<file path="config.mk">
export PLATFORM = sky130hd
export DESIGN_NAME = bpsk_tx_scheduler
export DESIGN_NICKNAME = d
export VERILOG_FILES = /design/src/rtl/bpsk_tx_scheduler.sv
export SDC_FILE = /design/constraint.sdc
export NUM_CORES = 1
export LEC_CHECK = 0
export CAP_MARGIN = 20
export CORE_ASPECT_RATIO = 2
export CORE_MARGIN = 10
export CORE_UTILIZATION = 40
export CTS_BUF_LIST = sky130_fd_sc_hd__clkbuf_8
export DETAILED_ROUTE_END_ITERATION = 10
export GPL_TIMING_DRIVEN = 0
export PLACE_DENSITY = 0.71
export SYNTH_ARGS = -nofsm -noshare
export SYNTH_HDL_FRONTEND = slang
export SYNTH_SLANG_ARGS = --single-unit
</file>
<file path="constraint.sdc">
create_clock -name clock -period 4.15 [get_ports clock]
set_input_delay 0.83 -clock clock [delete_from_list [all_inputs] [get_ports clock]]
set_output_delay 0.83 -clock clock [all_outputs]
set_load 0.01 [all_outputs]
</file>
<file path="src/rtl/bpsk_tx_scheduler.sv">
// BPSK transmit scheduler: arbitrates two requesters round-robin and serialises
// preamble, MSB-first payload bytes and guard periods against carrier phase wraps.
module bpsk_tx_scheduler #(
  parameter int unsigned PACKET_BYTES    = 16,
  parameter int unsigned PREAMBLE_BITS   = 8,
  parameter int unsigned GUARD_BITS      = 4,
  parameter int unsigned CARRIER_PER_BIT = 1
) (
  input  logic       clock,
  input  logic       reset_n,
  input  logic       phase_wrap,
  input  logic       req0,
  input  logic       req1,
  input  logic [7:0] data0,
  input  logic [7:0] data1,
  output logic [1:0] byte_ack,
  output logic [1:0] grant,
  output logic       tx_enable,
  output logic       current_bit,
  output logic       bit_strobe,
  output logic       busy,
  output logic       underrun
);

  localparam int unsigned WrapW  = (CARRIER_PER_BIT > 1) ? $clog2(CARRIER_PER_BIT) : 1;
  localparam int unsigned BitMax = (PREAMBLE_BITS > GUARD_BITS) ?
                                   ((PREAMBLE_BITS > 8) ? PREAMBLE_BITS : 8) :
                                   ((GUARD_BITS > 8) ? GUARD_BITS : 8);
  localparam int unsigned BitW   = $clog2(BitMax);
  localparam int unsigned ByteW  = (PACKET_BYTES > 1) ? $clog2(PACKET_BYTES) : 1;

  localparam logic [WrapW-1:0] WrapLast     = WrapW'(CARRIER_PER_BIT - 1);
  localparam logic [BitW-1:0]  PreambleLast = BitW'(PREAMBLE_BITS - 1);
  localparam logic [BitW-1:0]  GuardLast    = BitW'(GUARD_BITS - 1);
  localparam logic [BitW-1:0]  ByteBitLast  = BitW'(7);
  localparam logic [ByteW-1:0] ByteLast     = ByteW'(PACKET_BYTES - 1);

  typedef enum logic [1:0] {StIdle, StPreamble, StPayload, StGuard} state_e;

  state_e           state_q, state_d;
  logic [1:0]       grant_q, grant_d;
  logic             last_q, last_d;  // 1: requester 1 was served last
  logic [WrapW-1:0] wrap_cnt_q, wrap_cnt_d;
  logic [BitW-1:0]  bit_cnt_q, bit_cnt_d;
  logic [ByteW-1:0] byte_cnt_q, byte_cnt_d;
  logic [7:0]       shift_q, shift_d;
  logic             cur_bit_q, cur_bit_d;
  logic             strobe_q, strobe_d;
  logic [1:0]       ack_q, ack_d;
  logic             underrun_q, underrun_d;

  logic       period_end;
  logic       pick_req1;
  logic       granted_req;
  logic [7:0] granted_data;
  logic       capture;
  logic       enter_guard;

  assign period_end   = phase_wrap && (wrap_cnt_q == WrapLast);
  assign pick_req1    = req1 && (!req0 || !last_q);
  assign granted_req  = grant_q[1] ? req1 : req0;
  assign granted_data = grant_q[1] ? data1 : data0;

  always_ff @(posedge clock or negedge reset_n) begin
    if (!reset_n) begin
      state_q    <= StIdle;
      grant_q    <= 2'b00;
      last_q     <= 1'b0;
      wrap_cnt_q <= '0;
      bit_cnt_q  <= '0;
      byte_cnt_q <= '0;
      shift_q    <= 8'h00;
      cur_bit_q  <= 1'b0;
      strobe_q   <= 1'b0;
      ack_q      <= 2'b00;
      underrun_q <= 1'b0;
    end else begin
      state_q    <= state_d;
      grant_q    <= grant_d;
      last_q     <= last_d;
      wrap_cnt_q <= wrap_cnt_d;
      bit_cnt_q  <= bit_cnt_d;
      byte_cnt_q <= byte_cnt_d;
      shift_q    <= shift_d;
      cur_bit_q  <= cur_bit_d;
      strobe_q   <= strobe_d;
      ack_q      <= ack_d;
      underrun_q <= underrun_d;
    end
  end

  always_comb begin
    state_d     = state_q;
    grant_d     = grant_q;
    last_d      = last_q;
    wrap_cnt_d  = wrap_cnt_q;
    bit_cnt_d   = bit_cnt_q;
    byte_cnt_d  = byte_cnt_q;
    shift_d     = shift_q;
    cur_bit_d   = cur_bit_q;
    strobe_d    = 1'b0;
    ack_d       = 2'b00;
    underrun_d  = 1'b0;
    capture     = 1'b0;
    enter_guard = 1'b0;

    // Every transition is triggered by the wrap that ends a period, so that
    // wrap is always consumed and the new period starts counting from zero.
    if (state_q != StIdle && phase_wrap) begin
      wrap_cnt_d = period_end ? '0 : wrap_cnt_q + 1'b1;
    end

    unique case (state_q)
      StIdle: begin
        if (phase_wrap && (req0 || req1)) begin
          grant_d    = pick_req1 ? 2'b10 : 2'b01;
          state_d    = StPreamble;
          cur_bit_d  = 1'b1;
          strobe_d   = 1'b1;
          bit_cnt_d  = '0;
          byte_cnt_d = '0;
          wrap_cnt_d = '0;
        end
      end
      StPreamble: begin
        if (period_end) begin
          strobe_d = 1'b1;
          if (bit_cnt_q == PreambleLast) begin
            capture = 1'b1;
          end else begin
            bit_cnt_d = bit_cnt_q + 1'b1;
            cur_bit_d = ~cur_bit_q;
          end
        end
      end
      StPayload: begin
        if (period_end) begin
          strobe_d = 1'b1;
          if (bit_cnt_q == ByteBitLast) begin
            if (byte_cnt_q == ByteLast) begin
              enter_guard = 1'b1;
            end else begin
              capture = 1'b1;
            end
          end else begin
            bit_cnt_d = bit_cnt_q + 1'b1;
            shift_d   = {shift_q[6:0], 1'b0};
            cur_bit_d = shift_q[6];
          end
        end
      end
      StGuard: begin
        if (period_end) begin
          if (bit_cnt_q == GuardLast) begin
            state_d   = StIdle;
            grant_d   = 2'b00;
            last_d    = grant_q[1];
            bit_cnt_d = '0;
          end else begin
            bit_cnt_d = bit_cnt_q + 1'b1;
          end
        end
      end
    endcase

    // A capture point with the owner's req low aborts straight into guard.
    if (capture) begin
      if (granted_req) begin
        state_d    = StPayload;
        shift_d    = granted_data;
        cur_bit_d  = granted_data[7];
        ack_d      = grant_q;
        bit_cnt_d  = '0;
        byte_cnt_d = (state_q == StPayload) ? byte_cnt_q + 1'b1 : '0;
      end else begin
        underrun_d  = 1'b1;
        enter_guard = 1'b1;
      end
    end

    if (enter_guard) begin
      state_d   = StGuard;
      cur_bit_d = 1'b0;
      bit_cnt_d = '0;
    end
  end

  always_comb begin
    tx_enable   = (state_q == StPreamble) || (state_q == StPayload);
    busy        = (state_q != StIdle);
    grant       = grant_q;
    current_bit = cur_bit_q;
    bit_strobe  = strobe_q;
    byte_ack    = ack_q;
    underrun    = underrun_q;
  end

endmodule

</file>
==> results of run 1 <==
==> cells in the final DEF, fill, tap and decap left out, types with 3 or more instances in the layout <==
cell,Yosys,final
sky130_fd_sc_hd__clkdlybuf4s50_1,0,29
sky130_fd_sc_hd__o21ai_0,5,5
sky130_fd_sc_hd__nand4_1,6,6
sky130_fd_sc_hd__nand3_1,9,9
sky130_fd_sc_hd__nand2_1,11,11
sky130_fd_sc_hd__nor2b_1,3,3
sky130_fd_sc_hd__buf_4,3,3
sky130_fd_sc_hd__and2b_1,4,4
sky130_fd_sc_hd__a211oi_1,6,6
sky130_fd_sc_hd__dfrtp_1,25,25
sky130_fd_sc_hd__a31oi_1,3,3
sky130_fd_sc_hd__ha_1,6,6
sky130_fd_sc_hd__clkbuf_8,0,3
sky130_fd_sc_hd__nor2_1,8,8
sky130_fd_sc_hd__mux2i_1,8,8
sky130_fd_sc_hd__inv_1,9,9
sky130_fd_sc_hd__buf_2,4,4
sky130_fd_sc_hd__a21oi_1,11,11
==> critical path, delay by kind of cell (launching register included) <==
| kind | cells | cell delay, ns |
|---|---|---|
| flip-flops | 1 | 0.40 |
| adder cells (fa/ha/maj) | 1 | 0.29 |
| buffers and inverters | 3 | 0.87 |
==> cell type report <==
class	count	share of cell area
Clock buffer	3	0.0216
Buffer	10	0.0321
Timing Repair Buffer	30	0.167
Inverter	9	0.0177
Clock inverter	1	0.00262
Sequential cell	25	0.328
Multi-Input combinational cell	111	0.399
Tap cell	49	0.0321
==> how the worst min path moves through the flow <==
stage / startpoint / slack (ns) / cells after the start / endpoint
global placement: last_q / 0.49 / 2 / last_q
floorplan: last_q / 0.46 / 2 / last_q
detailed placement: last_q / 0.50 / 2 / last_q
finish: last_q / 0.52 / 2 / last_q
CTS: last_q / 0.52 / 2 / last_q
global route: last_q / 0.55 / 2 / last_q
==> sequential cells by signal (all words and copies together), names as in the netlist, 2 cells and up <==
| register | flops |
|---|---|
| shift_q | 7 |
| byte_cnt_q | 4 |
| bit_cnt_q | 3 |
| byte_ack | 2 |
| grant | 2 |
| state_q | 2 |
==> through the flow <==
stage	area, µm²	hold WS [ns]	std cells	utilization
final	1910	0.520	238	0.529
after global routing	1910	0.545	238	0.529
after CTS	1880	0.519	237	0.521
after detailed placement	1830	0.501	233	0.508
after global placement	1830	0.491	233	0.508
after floorplan	1480	0.463	155	-
==> where the power goes <==
| part | total, µW | switching, µW | internal [µW] |
|---|---|---|---|
| combinational | 301 | 155 | 146 |
| clock | 141 | 73.8 | 67.1 |
| sequential | 301 | 30.2 | 270 |
==> layer usage <==
metal	GRT usage	vias to the layer above
li1	-	635
met1	0.120	653
met2	0.247	43
met3	0.0231	17
met4	0.0804	0
met5	0	-
==> cell families after synthesis <==
kind of cell,Yosys count
adders and majority gates,6
muxes,10
AOI/OAI and AO/OA,45
DFF,25
and+or+nand+nor,50
buffers and inverters,19
==> impl_summary.txt, run 1 <==
----------------------------------------------------
[Clocking]
  Number of buffers inserted to repair setup after CTS ... 0
  CTS hold repair buffers ... 0
  TritonCTS clock tree ... yes
  Maximum buffer depth of the clock tree ... 2
  Clock latency on the worst-skew pair ... 0.27 ns
  Num CTS Buffers ... 3
  CTS H-tree depth ... 1
  Clock tree sinks ... 25
  Gates resized, CTS repair ... 0
  Root buffer selected by CTS ... sky130_fd_sc_hd__clkbuf_8
  CTS clk-pin slew, worst paths ... ~0.090 ns

[STA]
  Setup violations, final ... 0
  Setup ws final ... ~1.5 ns
  Setup repair after global routing missed its margin ... false
  Transition time at the pin with the least slew margin ... 0.784 ns
  Slew Limit Fails ... 0
  Final worst path period share ... 0.645
  Setup Skew ... 0.00980 ns
  Clock period minus worst slack ... 2.67 ns
  Post-Route Setup TNS ... 0 ns
  Slew headroom ... 0.475
  Count of endpoints failing hold in the final timing report ... 0
  Fmax ... 374 MHz

[Critical path]
  Worst-path fanout max ... 7
  Worst Setup EP ... busy
  Delay of the slowest cell on the worst path ... between 0.5 and 0.6 ns
  Most frequent cell on the critical path ... sky130_fd_sc_hd__inv_1
  CP cell instances ... inv_1, ha_1, inv_1, clkdlybuf4s50_1
  Launching element type of the critical path ... register
  Endpoint of the worst-slack reg-to-reg timing path ... bit_cnt_q[1]
  Nature of the critical path endpoint ... output port
  Start point of the critical path ... state_q[0]
  Worst path slowest cell ... sky130_fd_sc_hd__clkdlybuf4s50_1
  Worst r2r src ... state_q[0]
  Worst r2r path cells ... 7
  Slack of the worst reg-to-reg path ... 2.15 ns
  Worst EP required ... 3.32 ns
  Data arrival time of the critical path ... around 1.8 ns
  Worst setup path category ... register to output port

[Yosys]
  Dominant synthesized flop cell ... sky130_fd_sc_hd__dfrtp_1
  Sequential element share of the synthesized area ... 0.422
  Net count after synthesis ... 182
  Flop and latch count out of synthesis ... 25
  Count of cell types in the netlist ... 43
  Fraction of registers with async set/reset ... 1.00
  Number of flops mapped to enable cells by yosys ... 0
  Number of warnings printed during yosys synthesis ... 0
  Synth Area in Compound Gates ... 0.212
  Largest family of logic cells by synthesized area ... compound AO/OA/AOI/OAI gates
  Average footprint of a synthesized cell ... about 9.6 µm²
  Synthesized cell area ... 1480 µm²
  Most repeated cell in the gate-level netlist after synthesis ... sky130_fd_sc_hd__dfrtp_1
  Synth top area cells ... sky130_fd_sc_hd__dfrtp_1 (42%), sky130_fd_sc_hd__mux2i_1 (5.4%), sky130_fd_sc_hd__ha_1 (5.1%)
  Xor and xnor area share after synthesis ... 0
  Leading area contributor after synthesis ... sky130_fd_sc_hd__dfrtp_1
  Simple-gate share of the synthesized area ... 0.180
  Mux contribution to synthesized area ... 0.0717
  Instance count of the mapped netlist ... 155
  Post-synth top cells ... sky130_fd_sc_hd__dfrtp_1 (25), sky130_fd_sc_hd__a21oi_1 (11), sky130_fd_sc_hd__nand2_1 (11), sky130_fd_sc_hd__inv_1 (9), sky130_fd_sc_hd__nand3_1 (9)
  Synthesized-area fraction occupied by adder cells ... 0.0506
  Area fraction of the dominant cell type after synthesis ... 0.422

[Final layout]
  Area growth from synthesis to layout ... 28.7%
  Area taken by flip-flops and latches ... around 630 µm²
  Number of fillers in the final layout ... 335
  Total area of multi-input combinational cells ... 762 µm²
  Proportion of layout cells with a drive suffix above 1 ... 0.0952
  Nets ... 217
  Count of inserted antenna diode cells ... 0

[Routing]
  Met1 routed wirelength after detailed routing ... 1480 µm
  Detailed-routed wire length on met3 ... 162 µm
  Sum of routed wire length over all layers ... 4170 µm
  Starting DRT DRC Count ... 40
  Remaining DRCs ... 0
  Routed vias ... 1,348
  Avg WL per Cell ... 17.5 µm
  Met2 Routed Length ... 2310 µm
  Via-per-instance ratio ... roughly 5.7
  Highest Signal Layer ... met4
  First drt pass iteration count ... 4
  Detail Route Antenna Nets ... 0

[Place]
  Post-place setup slack ... 1.61 ns
  Detailed placement HPWL ... 3330 µm
  Routability-driven placement congestion ratio ... a little over 0.8
  Buffers on Ports ... 29

[Global route]
  First-pass GRT wire length ... between 7000 and 8000 µm
  Overflow after GRT ... 0
  Vias in the first global route ... 1,451
  Initial antenna violation count ... 0
  Total routing resource utilization after global routing ... 0.129
  Maximum number of pins on one net before global-route repair ... 26

[Die]
  Chip width ... 63.1 µm
  Core Area ... about 3600 µm²
  Number of placed I/O pins ... 30
  Die Y ... between 100 and 150 µm
  Die Area ... 6690 µm²
  Starting Density ... 0.411
  Site Rows ... 31

[Pwr]
  Leak Pwr ... 0.000815 µW
  Overall Power ... 742 µW
  Worst VDD drop ... between 0.0002 and 0.00025 V
  P per Cell Area ... 389 nW/µm²

[Run status]
  Status ... finished clean

[Run]
  Max-cap violation count ... 0

[Min path]
  HP Class ... register to register

----------------------------------------------------
(Power assumes the default switching activity.)
==> run 2, diff against run 1 <==
- clock period: 4.15 -> 2.72 ns (I/O delays scaled with it)
==> results of run 2 <==
The final DEF is identical to that of run 1. Status: finished clean.
Main changes from that run: setup slack after placement 1.61 ns -> 0.463 ns; setup slack after layout 1.48 ns -> 0.331 ns; register-to-register setup slack 2.15 ns -> 0.72 ns; total power 742 µW -> 1130 µW; worst IR drop on VDD 0.000205 V -> 0.000313 V
